`src/rtl/calendar_date_counter_pkg.sv`:
```
// Shared constants, FSM encoding and helpers for the calendar date counter.
//   - Month constants and leap-rule constants (400-year cycle, century).
//   - state_e: RUN (counting) / REDUCE (recomputing year mod 400 after a load).
//   - month_len: turns the one-hot month-length decode into a day count.
//   - is_leap: Gregorian rule evaluated from year[1:0] and the year-mod-400 residue.
package calendar_date_counter_pkg;

  localparam int unsigned DEFAULT_YEAR_W = 12;

  localparam logic [3:0] MONTH_JAN = 4'd1;
  localparam logic [3:0] MONTH_FEB = 4'd2;
  localparam logic [3:0] MONTH_DEC = 4'd12;

  localparam logic [8:0] YEAR_CYCLE = 9'd400;
  localparam logic [8:0] CENTURY    = 9'd100;

  typedef enum logic [0:0] {
    StRun    = 1'b0,
    StReduce = 1'b1
  } state_e;

  // Zero when no length is asserted, i.e. the month number was out of range.
  function automatic logic [4:0] month_len(logic m28, logic m29, logic m30, logic m31);
    logic [4:0] len;
    len = 5'd0;
    if (m28)      len = 5'd28;
    else if (m29) len = 5'd29;
    else if (m30) len = 5'd30;
    else if (m31) len = 5'd31;
    return len;
  endfunction

  // Divisible by 4, except centuries that are not multiples of 400.
  function automatic logic is_leap(logic [1:0] year_lo, logic [8:0] r400);
    return (year_lo == 2'b00) &&
           (r400 != CENTURY) && (r400 != (CENTURY * 9'd2)) && (r400 != (CENTURY * 9'd3));
  endfunction

endpackage

```
`src/rtl/calendar_date_counter_if.sv`:
```
// Date counter bus.
//   master: drives day_tick/load/load_day/load_month/load_year, observes the date and status.
//   slave : the counter; observes the controls, drives day/month/year/leap/busy and the
//           month_end/year_end/load_err pulses.
interface calendar_date_counter_if
  import calendar_date_counter_pkg::*;
#(
  parameter int unsigned YEAR_W = DEFAULT_YEAR_W
);

  logic              day_tick;
  logic              load;
  logic [4:0]        load_day;
  logic [3:0]        load_month;
  logic [YEAR_W-1:0] load_year;

  logic [4:0]        day;
  logic [3:0]        month;
  logic [YEAR_W-1:0] year;
  logic              leap;
  logic              busy;
  logic              month_end;
  logic              year_end;
  logic              load_err;

  modport master (
    output day_tick, load, load_day, load_month, load_year,
    input  day, month, year, leap, busy, month_end, year_end, load_err
  );

  modport slave (
    input  day_tick, load, load_day, load_month, load_year,
    output day, month, year, leap, busy, month_end, year_end, load_err
  );

endinterface

```
`src/rtl/days_counter.sv`:
```
// Month-length decoder (combinational).
//   m3..m0 : binary month number, MSB first (1..12 valid).
//   leap   : year is leap (selects 29 days for February).
//   m28..m31 : one-hot month length; all low for an out-of-range month.
module days_counter (
  input  logic m3,
  input  logic m2,
  input  logic m1,
  input  logic m0,
  input  logic leap,
  output logic m28,
  output logic m29,
  output logic m30,
  output logic m31
);

  always_comb begin
    m28 = 1'b0;
    m29 = 1'b0;
    m30 = 1'b0;
    m31 = 1'b0;
    case ({m3, m2, m1, m0})
      4'd2: begin
        m28 = ~leap;
        m29 = leap;
      end
      4'd4, 4'd6, 4'd9, 4'd11:                   m30 = 1'b1;
      4'd1, 4'd3, 4'd5, 4'd7, 4'd8, 4'd10, 4'd12: m31 = 1'b1;
      default: ;
    endcase
  end

endmodule

```
`src/rtl/calendar_date_counter.sv`:
```
// Day/month/year calendar counter advancing one day per day_tick.
//   clk   : clock, rising edge.
//   rst_n : synchronous active-low reset.
//   bus   : calendar_date_counter_if slave (tick/load controls in, date and status out).
// The Gregorian leap rule is tracked with a running year-mod-400 residue. A load sets
// the date at once and then spends floor(year/400)+1 cycles (busy) re-deriving the
// residue by repeated subtraction; ticks are dropped meanwhile and leap reads 0.
module calendar_date_counter
  import calendar_date_counter_pkg::*;
#(
  parameter int unsigned YEAR_W     = DEFAULT_YEAR_W,
  parameter int unsigned YEAR_RESET = 2000
) (
  input logic                    clk,
  input logic                    rst_n,
  calendar_date_counter_if.slave bus
);

  // Residue working register must hold at least 400.
  localparam int unsigned RemW = (YEAR_W > 9) ? YEAR_W : 9;

  localparam logic [YEAR_W-1:0] YearResetV = YEAR_W'(YEAR_RESET);
  localparam logic [8:0]        R400Reset  = 9'(YEAR_RESET % 400);
  localparam logic              LeapReset  = is_leap(YearResetV[1:0], R400Reset);

  state_e            state_q, state_d;
  logic [4:0]        day_q, day_d;
  logic [3:0]        month_q, month_d;
  logic [YEAR_W-1:0] year_q, year_d;
  logic [8:0]        r400_q, r400_d;
  logic [RemW-1:0]   rem_q, rem_d;
  logic              leap_q, leap_d;
  logic              month_end_q, month_end_d;
  logic              year_end_q, year_end_d;
  logic              load_err_q, load_err_d;

  // Length of the current month.
  logic cur_m28, cur_m29, cur_m30, cur_m31;
  logic [4:0] last_day;

  days_counter u_cur_len (
    .m3   (month_q[3]),
    .m2   (month_q[2]),
    .m1   (month_q[1]),
    .m0   (month_q[0]),
    .leap (leap_q),
    .m28  (cur_m28),
    .m29  (cur_m29),
    .m30  (cur_m30),
    .m31  (cur_m31)
  );

  assign last_day = month_len(cur_m28, cur_m29, cur_m30, cur_m31);

  // Load validation: February accepted up to 29; a non-leap 29th is clamped after REDUCE.
  logic ld_m28, ld_m29, ld_m30, ld_m31;
  logic [4:0] load_max;
  logic       load_ok;

  days_counter u_load_len (
    .m3   (bus.load_month[3]),
    .m2   (bus.load_month[2]),
    .m1   (bus.load_month[1]),
    .m0   (bus.load_month[0]),
    .leap (1'b1),
    .m28  (ld_m28),
    .m29  (ld_m29),
    .m30  (ld_m30),
    .m31  (ld_m31)
  );

  assign load_max = month_len(ld_m28, ld_m29, ld_m30, ld_m31);
  assign load_ok  = (bus.load_month >= MONTH_JAN) && (bus.load_month <= MONTH_DEC) &&
                    (bus.load_day != 5'd0) && (bus.load_day <= load_max);

  // State register.
  always_ff @(posedge clk) begin
    if (!rst_n) begin
      state_q     <= StRun;
      day_q       <= 5'd1;
      month_q     <= MONTH_JAN;
      year_q      <= YearResetV;
      r400_q      <= R400Reset;
      rem_q       <= '0;
      leap_q      <= LeapReset;
      month_end_q <= 1'b0;
      year_end_q  <= 1'b0;
      load_err_q  <= 1'b0;
    end else begin
      state_q     <= state_d;
      day_q       <= day_d;
      month_q     <= month_d;
      year_q      <= year_d;
      r400_q      <= r400_d;
      rem_q       <= rem_d;
      leap_q      <= leap_d;
      month_end_q <= month_end_d;
      year_end_q  <= year_end_d;
      load_err_q  <= load_err_d;
    end
  end

  // Next-state logic.
  always_comb begin
    state_d     = state_q;
    day_d       = day_q;
    month_d     = month_q;
    year_d      = year_q;
    r400_d      = r400_q;
    rem_d       = rem_q;
    month_end_d = 1'b0;
    year_end_d  = 1'b0;
    load_err_d  = 1'b0;

    unique case (state_q)
      StRun: begin
        // Any load request, valid or not, swallows a coincident tick.
        if (bus.day_tick && !bus.load) begin
          if (day_q < last_day) begin
            day_d = day_q + 5'd1;
          end else begin
            day_d       = 5'd1;
            month_end_d = 1'b1;
            if (month_q >= MONTH_DEC) begin
              month_d    = MONTH_JAN;
              year_end_d = 1'b1;
              if (year_q == '1) begin
                year_d = '0;
                r400_d = '0;
              end else begin
                year_d = year_q + YEAR_W'(1);
                r400_d = (r400_q == (YEAR_CYCLE - 9'd1)) ? 9'd0 : r400_q + 9'd1;
              end
            end else begin
              month_d = month_q + 4'd1;
            end
          end
        end
      end
      StReduce: begin
        if (rem_q >= RemW'(YEAR_CYCLE)) begin
          rem_d = rem_q - RemW'(YEAR_CYCLE);
        end else begin
          state_d = StRun;
          r400_d  = rem_q[8:0];
          if ((month_q == MONTH_FEB) && (day_q == 5'd29) && !is_leap(year_q[1:0], rem_q[8:0])) begin
            day_d      = 5'd28;
            load_err_d = 1'b1;
          end
        end
      end
      default: state_d = StRun;
    endcase

    // A load overrides whatever the current state was doing, restarting any reduction.
    if (bus.load) begin
      if (load_ok) begin
        day_d      = bus.load_day;
        month_d    = bus.load_month;
        year_d     = bus.load_year;
        rem_d      = RemW'(bus.load_year);
        state_d    = StReduce;
        load_err_d = 1'b0;
      end else begin
        load_err_d = 1'b1;
      end
    end
  end

  // Leap is registered from next-state values so it is never stale after a transition.
  always_comb begin
    leap_d = (state_d == StRun) && is_leap(year_d[1:0], r400_d);
  end

  // Outputs.
  always_comb begin
    bus.day       = day_q;
    bus.month     = month_q;
    bus.year      = year_q;
    bus.leap      = leap_q;
    bus.busy      = (state_q == StReduce);
    bus.month_end = month_end_q;
    bus.year_end  = year_end_q;
    bus.load_err  = load_err_q;
  end

endmodule
```
`src/flat_wrapper.sv`:
```
// flat-port wrapper written by rule: the top's interface ports become plain ports
module calendar_date_counter_flat import calendar_date_counter_pkg::*;
#(
  parameter int unsigned YEAR_W     = DEFAULT_YEAR_W,
  parameter int unsigned YEAR_RESET = 2000
)
  (clk, rst_n, bus_day_tick, bus_load, bus_load_day, bus_load_month, bus_load_year, bus_day, bus_month, bus_year, bus_leap, bus_busy, bus_month_end, bus_year_end, bus_load_err);
  calendar_date_counter_if #(.YEAR_W(YEAR_W)) bus_i ();
  input logic clk;
  input logic rst_n;
  input wire logic [$bits(bus_i.day_tick)-1:0] bus_day_tick;
  input wire logic [$bits(bus_i.load)-1:0] bus_load;
  input wire logic [$bits(bus_i.load_day)-1:0] bus_load_day;
  input wire logic [$bits(bus_i.load_month)-1:0] bus_load_month;
  input wire logic [$bits(bus_i.load_year)-1:0] bus_load_year;
  output wire logic [$bits(bus_i.day)-1:0] bus_day;
  output wire logic [$bits(bus_i.month)-1:0] bus_month;
  output wire logic [$bits(bus_i.year)-1:0] bus_year;
  output wire logic [$bits(bus_i.leap)-1:0] bus_leap;
  output wire logic [$bits(bus_i.busy)-1:0] bus_busy;
  output wire logic [$bits(bus_i.month_end)-1:0] bus_month_end;
  output wire logic [$bits(bus_i.year_end)-1:0] bus_year_end;
  output wire logic [$bits(bus_i.load_err)-1:0] bus_load_err;
  assign bus_i.day_tick = bus_day_tick;
  assign bus_i.load = bus_load;
  assign bus_i.load_day = bus_load_day;
  assign bus_i.load_month = bus_load_month;
  assign bus_i.load_year = bus_load_year;
  assign bus_day = bus_i.day;
  assign bus_month = bus_i.month;
  assign bus_year = bus_i.year;
  assign bus_leap = bus_i.leap;
  assign bus_busy = bus_i.busy;
  assign bus_month_end = bus_i.month_end;
  assign bus_year_end = bus_i.year_end;
  assign bus_load_err = bus_i.load_err;
  calendar_date_counter #(.YEAR_W(YEAR_W), .YEAR_RESET(YEAR_RESET)) u_core (.clk(clk), .rst_n(rst_n), .bus(bus_i));
endmodule
```
`config.mk`:
```
export PLATFORM = sky130hd
export DESIGN_NAME = calendar_date_counter_flat
export DESIGN_NICKNAME = d
export VERILOG_FILES = /design/src/rtl/calendar_date_counter_pkg.sv /design/src/rtl/calendar_date_counter_if.sv /design/src/rtl/days_counter.sv /design/src/rtl/calendar_date_counter.sv /design/src/flat_wrapper.sv
export SDC_FILE = /design/constraint.sdc
export NUM_CORES = 1
export LEC_CHECK = 0
export BUFFER_PORTS_ARGS = -buffer_cell sky130_fd_sc_hd__buf_2
export CAP_MARGIN = 40
export CORE_UTILIZATION = 58
export CTS_CLUSTER_SIZE = 28
export DETAILED_ROUTE_END_ITERATION = 8
export PLACE_DENSITY_LB_ADDON = 0.2
export SLEW_MARGIN = 20
export SYNTH_ARGS = -nofsm -noshare
export SYNTH_HDL_FRONTEND = slang
export SYNTH_SLANG_ARGS = --single-unit
```
`constraint.sdc`:
```
create_clock -name clk -period 4.05 [get_ports clk]
set_clock_uncertainty 0.05 [all_clocks]
set_input_delay 0.6075 -clock clk [delete_from_list [all_inputs] [get_ports clk]]
set_output_delay 0.6075 -clock clk [all_outputs]
set_load 0.02 [all_outputs]
```
# --- Word-level counts from Yosys, hierarchy flattened ---
# Cells that the tools add are included.
# W data, S select, Z words.
op_classes:
  add_sub_neg: 5
  n_mul: 0
  n_div: 0
  n_lt_le_gt_ge: 6
  eq_ne: 33
  n_shift: 0
  muxes: 56
  n_bitwise: 5
  reduce_logical: 24
op_table:
  columns: ["operator", "n"]
  rows:
  - ["$mux W12", 11]
  - ["$mux W5", 13]
  - ["$mux W9", 6]
  - ["$eq A4 B4 Y1 const B", 10]
  - ["$eq A4 B3 Y1 const B", 8]
  - ["$mux W4", 6]
  - ["$mux W1", 18]
  - ["$ne A9 B7 Y1 const B", 2]
  - ["$ne A9 B8 Y1 const B", 2]
  - ["$ne A9 B9 Y1 const B", 2]
  - ["$pmux W9 S2", 1]
  - ["$eq A4 B2 Y1 const B", 4]
  - ["$reduce_or A7 Y1", 2]
  - ["$logic_and A1 B1 Y1", 13]
  - ["$add A12 B1 Y12 const B", 1]
  - ["$eq A12 B12 Y1 const B", 1]
  - ["$ge A12 B9 Y1 const B", 1]
  - ["$reduce_or A4 Y1", 3]
  - ["$sub A12 B9 Y12 const B", 1]
  - ["$pmux W5 S2", 1]
  - ["$add A9 B1 Y9 const B", 1]
  - ["$eq A9 B9 Y1 const B", 1]
  - ["$eq A4 B1 Y1 const B", 2]
  - ["$add A5 B1 Y5 const B", 1]
  - ["12 further kinds", 18]
word_totals:
  regBits: 47
  latch_bits: 0
  ram_bits: 0
  mem_bits_ro: 0
  output_inout_bits: 26
  memories: 0

# --- Logic depth before layout (Yosys ltp) ---
depth:
  depth_word: 18
  mapped_depth: 16
  mapped_depth_nobuf: 15

# --- Cells and area by module ---
# From an unflattened synthesis, not the netlist that was laid out.
unflattened:
  hier_cells: 421
  hier_area_um2: 3244.4
by_module_without_submodules:
  columns: ["module", "instances", "cells_per_inst", "area_each_um2", "seq_area_each_um2"]
  rows:
  - ["calendar_date_counter", 1, 405, 3114.2, 940.9]
  - ["days_counter", 2, 8, 65.1, 0.0]

# --- Least setup slack after synthesis ---
# OpenSTA, ideal clock, no wires.
synth_timing:
  kind: "input to register"
  from: "input bus_load_month[3]"
  to: "register u_core.day_q[1] (netlist: u_core.bus.day[1])"
  t_arrival_ns: 3.024
  slack_ns: 0.848
  cell_stages: 12
  path_buffers: 2
  cell_sequence: "or3_1 > o21ai_0 > ha_1 > o21a_1 > o21a_1 > o21ai_1 > a22oi_1 > or3_1 > clkbuf_1 > clkbuf_1 > o21ai_0 > nor2_1"
synth_between:
  elab_chain_cells: 10
  word_cells_on_any_way: 28
synth_rtl:
  columns: ["element", "line", "text"]
  rows:
  - ["start: declaration", "flat_wrapper.sv:14", "input wire logic [$bits(bus_i.load_month)-1:0] bus_load_month;"]
  - ["$eq A4 B1 Y1 (tied with other cells)", "days_counter.sv:22", "case ({m3, m2, m1, m0})"]
  - ["$reduce_or A7 Y1", "days_counter.sv:22", null]
  - ["$mux W1", "days_counter.sv:22", null]
  - ["$mux W5", "calendar_date_counter_pkg.sv:29", "else if (m31) len = 5'd31;"]
  - ["$mux W5", "calendar_date_counter_pkg.sv:28", "else if (m30) len = 5'd30;"]
  - ["$mux W5", "calendar_date_counter_pkg.sv:27", "else if (m29) len = 5'd29;"]
  - ["$le A5 B5 Y1", "calendar_date_counter.sv:74", "(bus.load_day != 5'd0) && (bus.load_day <= load_max);"]
  - ["$logic_and A1 B1 Y1 (*)", "calendar_date_counter.sv:74", null]
  - ["$mux W5 (*)", "calendar_date_counter.sv:157", "if (load_ok) begin"]
  - ["$mux W5 (*)", "calendar_date_counter.sv:156", "if (bus.load) begin"]
  - ["end signal: assignment", "calendar_date_counter.sv:91", "day_q <= day_d;"]
  - ["end: declaration", "calendar_date_counter.sv:27", "logic [4:0] day_q, day_d;"]
# Every way passes the cells marked *; elsewhere a longest branch is shown, timed or not.
# A chain may end at the register's enable or synchronous reset.

# --- Final worst setup path ---
layout_timing:
  from: "register u_core.month_q[0] (netlist: u_core.bus.month[0])"
  to: "register u_core.leap_q (netlist: u_core.bus.leap)"
layout_between:
  elab_chain_cells: 18
  word_cells_on_any_way: 42
layout_rtl:
  columns: ["element", "line", "text"]
  rows:
  - ["start: declaration", "calendar_date_counter.sv:28", "logic [3:0] month_q, month_d;"]
  - ["start signal: assignment", "calendar_date_counter.sv:92", "month_q <= month_d;"]
  - ["$eq A4 B1 Y1 (tied with other cells)", "days_counter.sv:22", null]
  - ["$reduce_or A7 Y1", "days_counter.sv:22", null]
  - ["$mux W1", "days_counter.sv:22", null]
  - ["$mux W5", "calendar_date_counter_pkg.sv:29", null]
  - ["$mux W5", "calendar_date_counter_pkg.sv:28", null]
  - ["$mux W5", "calendar_date_counter_pkg.sv:27", null]
  - ["$mux W5", "calendar_date_counter_pkg.sv:26", "if (m28) len = 5'd28;"]
  - ["$lt A5 B5 Y1", "calendar_date_counter.sv:119", "if (day_q < last_day) begin"]
  - ["[... 2 more ...]", null, null]
  - ["$mux W12", "calendar_date_counter.sv:115", "unique case (state_q)"]
  - ["$mux W12", "calendar_date_counter.sv:157", null]
  - ["$mux W12", "calendar_date_counter.sv:156", null]
  - ["$logic_not A2 Y1", "calendar_date_counter_pkg.sv:35", "return (year_lo == 2'b00) &&"]
  - ["$logic_and A1 B1 Y1", "calendar_date_counter_pkg.sv:35", null]
  - ["$logic_and A1 B1 Y1", "calendar_date_counter_pkg.sv:36", "(r400 != CENTURY) && (r400 != (CENTURY * 9'd2)) && (r400 != (CENTURY * 9'd3));"]
  - ["$logic_and A1 B1 Y1 (*)", "calendar_date_counter_pkg.sv:36", null]
  - ["$logic_and A1 B1 Y1 (*)", "calendar_date_counter.sv:172", "leap_d = (state_d == StRun) && is_leap(year_d[1:0], r400_d);"]
  - ["end signal: assignment", "calendar_date_counter.sv:85", "leap_q <= LeapReset;"]
  - ["end signal: assignment", "calendar_date_counter.sv:96", "leap_q <= leap_d;"]
  - ["end: declaration", "calendar_date_counter.sv:32", "logic leap_q, leap_d;"]
# Marks and branches as above.

==> flow_metrics.env <==
export IMPL_clkLatencyLatePin_ns=0.31
export IMPL_synthToLayoutAreaGrowth_pct=12.6
export IMPL_htreeDepth=2
export IMPL_drt_iter0_drc=230
export IMPL_synth_edf_count=0
export IMPL_critPathRequiredTime_ns=4.17
export IMPL_maxCapViolCount=0
export IMPL_ys_ff_latch=47
export IMPL_ys_warn_count=0
export IMPL_wl_per_cell_um=16.3
export IMPL_final_util_pct=67.9
export IMPL_cts_num_sinks=47
export IMPL_cts_buffers_inserted=5
export IMPL_hold_viol=0
export IMPL_synth_area_leaders="dfxtp_1 28%, ha_1 7.1%, nand2_1 5.6%"
export IMPL_critPathCaptureType="flip-flop"
export IMPL_synthCells=419
export IMPL_antenna_found_initial=0
export IMPL_grt_max_degree=25
export IMPL_drc=0
export IMPL_async_reset_ff_share_pct=0
export IMPL_power_density_nw_per_um2=376
export IMPL_start_util_pct=60.3
export IMPL_drt_pass1_iter_count=5
export IMPL_hold_start="u_core.rem_q[0]"
export IMPL_drive_gt1_share_pct=21.1
export IMPL_postCtsSetupBuffers=0
export IMPL_synth_fp_nets=463
export IMPL_cts_tree="built"
export IMPL_synth_commonest_cells="50 x nand2_1, 47 x dfxtp_1, 41 x nor2_1"
export IMPL_ctsHoldBuffers=0
export IMPL_slew_headroom_pct=53.6
export IMPL_dieHeight_um=77.9
export IMPL_holdWs_ns=0.461
export IMPL_place_gp_congestion=0.934
export IMPL_diodes=0
export IMPL_cts_clk_slew_worst_paths_ns=0.10
export IMPL_die_w_um=77.9
export IMPL_outcome="finished, final reports clean"
export IMPL_cts_resized_gates=0
export IMPL_grt_pass1_wl_mm=14.7
export IMPL_drt_total_wl_mm=8.66
export IMPL_post_synth_num_cell_types=77
export IMPL_irDropWorstVdd_v=0.000271
export IMPL_track_usage_pct=30.3
export IMPL_fmax_mhz=288
export IMPL_grt_pass1_vias=3114
export IMPL_dp_hpwl_mm=6.35
export IMPL_fillers=494
export IMPL_setup_viol=0
export IMPL_rows=27
export IMPL_hold_class="reg2reg"
export IMPL_fin_crit_sh_pct=85.8
export IMPL_synth_top_cell_area_share_pct=28.2
export IMPL_ant_nets=0
export IMPL_boundaryPins=51
export IMPL_die_area_um2=6070
export IMPL_rsz0062_at_grt="no"
export IMPL_worstPathArrival_ns=3.60
export IMPL_clock_root_buffer="clkbuf_8"
export IMPL_crit_path_max_fanout=12
export IMPL_synth_most_common_cell="nand2_1"
export IMPL_clockBufferDepth=2
export IMPL_syn_avg_cell_area_um2=7.97
export IMPL_netlist_area_um2=3340
export IMPL_final_nets=502
export IMPL_io_buffers=50
export IMPL_maxSlewViolCount=0
export IMPL_synth_main_ff_cell="dfxtp_1"
export IMPL_leakage_nw=1.51
export IMPL_core_um2=5540
export IMPL_crit_type="reg2reg"
export IMPL_overflow=0
export IMPL_max_slew_worst_pin_slew_ns=0.694
export IMPL_reg2reg_from="u_core.bus.month[0]"
export IMPL_ys_seq_area_share_pct=28.2
export IMPL_yosysTopAreaCell="dfxtp_1"
export IMPL_vias=3263
export IMPL_fin_setup_tns_ns=0
export IMPL_fin_crit_ns=3.48
export IMPL_start_kind="flip-flop"
export IMPL_worstSetupStartpoint="u_core.bus.month[0]"
export IMPL_via_per_inst=6.15
-- layer usage --
layer | routed length [um] | part of all wire (%) | GRT usage (%) | vias up
met5 | 0 | 0 | 0 | -
met4 | 231 | 2.7 | 14.3 | 0
met3 | 476 | 5.5 | 4.47 | 24
met2 | 3840 | 44 | 46.7 | 134
met1 | 4110 | 48 | 41.2 | 1522
li1 | - | - | - | 1583
-- critical path, stage by stage, from the launching register on --
cell and delay [ns]:
dfxtp_1 0.38, inv_1 0.10, ha_1 0.23, and3b_1 0.22, a21oi_1 0.18, nand2_1 0.09
ha_1 0.30, nand4b_1 0.15, nor2_4 0.13, o21ai_4 0.08, a31oi_4 0.43, nand2_2 0.19
o311a_1 0.36, a31o_1 0.19, mux2i_1 0.13, a41oi_1 0.13
-- cell families (layout without fill, tap and decap cells) --
kind of cell	Yosys count	after routing	share of synthesized area, %
multiplexers	10	10	3.07
AO/OA/AOI/OAI	106	106	23.2
AND/OR/NAND/NOR	180	180	28.6
flip-flops	47	47	28.2
XOR/XNOR	16	16	4.20
buffers and inverters	41	81	5.69
adder cells (fa/ha/maj)	19	19	7.12
-- through the flow --
step	power [W]	area, um2	instances	setup slack (ns)
after floorplan	0.000873	3340	419	0.848
after global placement	0.000970	3590	522	0.636
after detailed placement	0.000980	3620	523	0.594
after CTS	0.00141	3760	531	0.606
after global routing	0.00148	3760	531	0.369
final	0.00141	3760	531	0.574
-- state kept, by name (all words and copies together) (netlist names) --
name                  count
u_core.bus.month_end      1
u_core.bus.load_err       1
u_core.bus.year          12
u_core.bus.leap           1
u_core.bus.day            5
u_core.bus.month          4
u_core.bus.year_end       1
u_core.r400_q             9
u_core.bus.busy           1
u_core.rem_q             12
-- final timing paths --
check                                       end  slack (ns)  depth (start not counted)
worst max-delay path            u_core.bus.leap        0.57                         15
worst min-delay path            u_core.rem_q[0]        0.46                          2
worst max register to register  u_core.bus.leap        0.57                         15
worst min register to register  u_core.rem_q[0]        0.46                          2
-- cell type report --
| cell class | instances | area, um2 | share of cell area (%) |
|---|---|---|---|
| timing repair buffer | 55 | 308 | 8.19 |
| sequential | 47 | 941 | 25.0 |
| multi-input combinational | 331 | 2210 | 58.9 |
| clock inverter | 3 | 71.3 | 1.90 |
| clock buffer | 5 | 68.8 | 1.83 |
| inverter | 18 | 67.6 | 1.80 |
| tap | 72 | 90.1 | 2.40 |
-- cells in the final DEF, fill, tap and decap left out, types with 3 or more instances in the layout --
cell | synthesis | routed
nand2_1 | 50 | 50
or2_2 | 4 | 4
ha_1 | 19 | 19
o21a_1 | 6 | 6
nor2b_1 | 4 | 4
o211ai_1 | 8 | 8
and2_1 | 4 | 4
dfxtp_1 | 47 | 47
nor3_1 | 13 | 12
and3_1 | 3 | 3
mux2i_1 | 8 | 8
a21oi_1 | 28 | 28
buf_4 | 5 | 4
inv_1 | 17 | 17
o21ai_0 | 16 | 16
or3_1 | 3 | 3
nand3b_1 | 3 | 3
nor2_1 | 41 | 41
a21o_1 | 3 | 3
clkbuf_8 | 0 | 5
xnor2_1 | 6 | 6
buf_2 | 2 | 50
nand4_1 | 7 | 7
a31oi_1 | 3 | 3
o21ai_1 | 7 | 7
nand3_1 | 16 | 16
xor2_1 | 10 | 10
nand2b_1 | 4 | 4
nor3_2 | 2 | 3
a211oi_1 | 7 | 7
-- where the power goes --
group / internal [W] / leakage [nW] / switching, W
logic: 0.000164 / 1.05 / 0.000248
registers: 0.000504 / 0.386 / 0.0000662
clock network: 0.000251 / 0.0703 / 0.000181
total: 0.000919 / 1.51 / 0.000494
No activity file was read; power rests on OpenSTA's default activity.
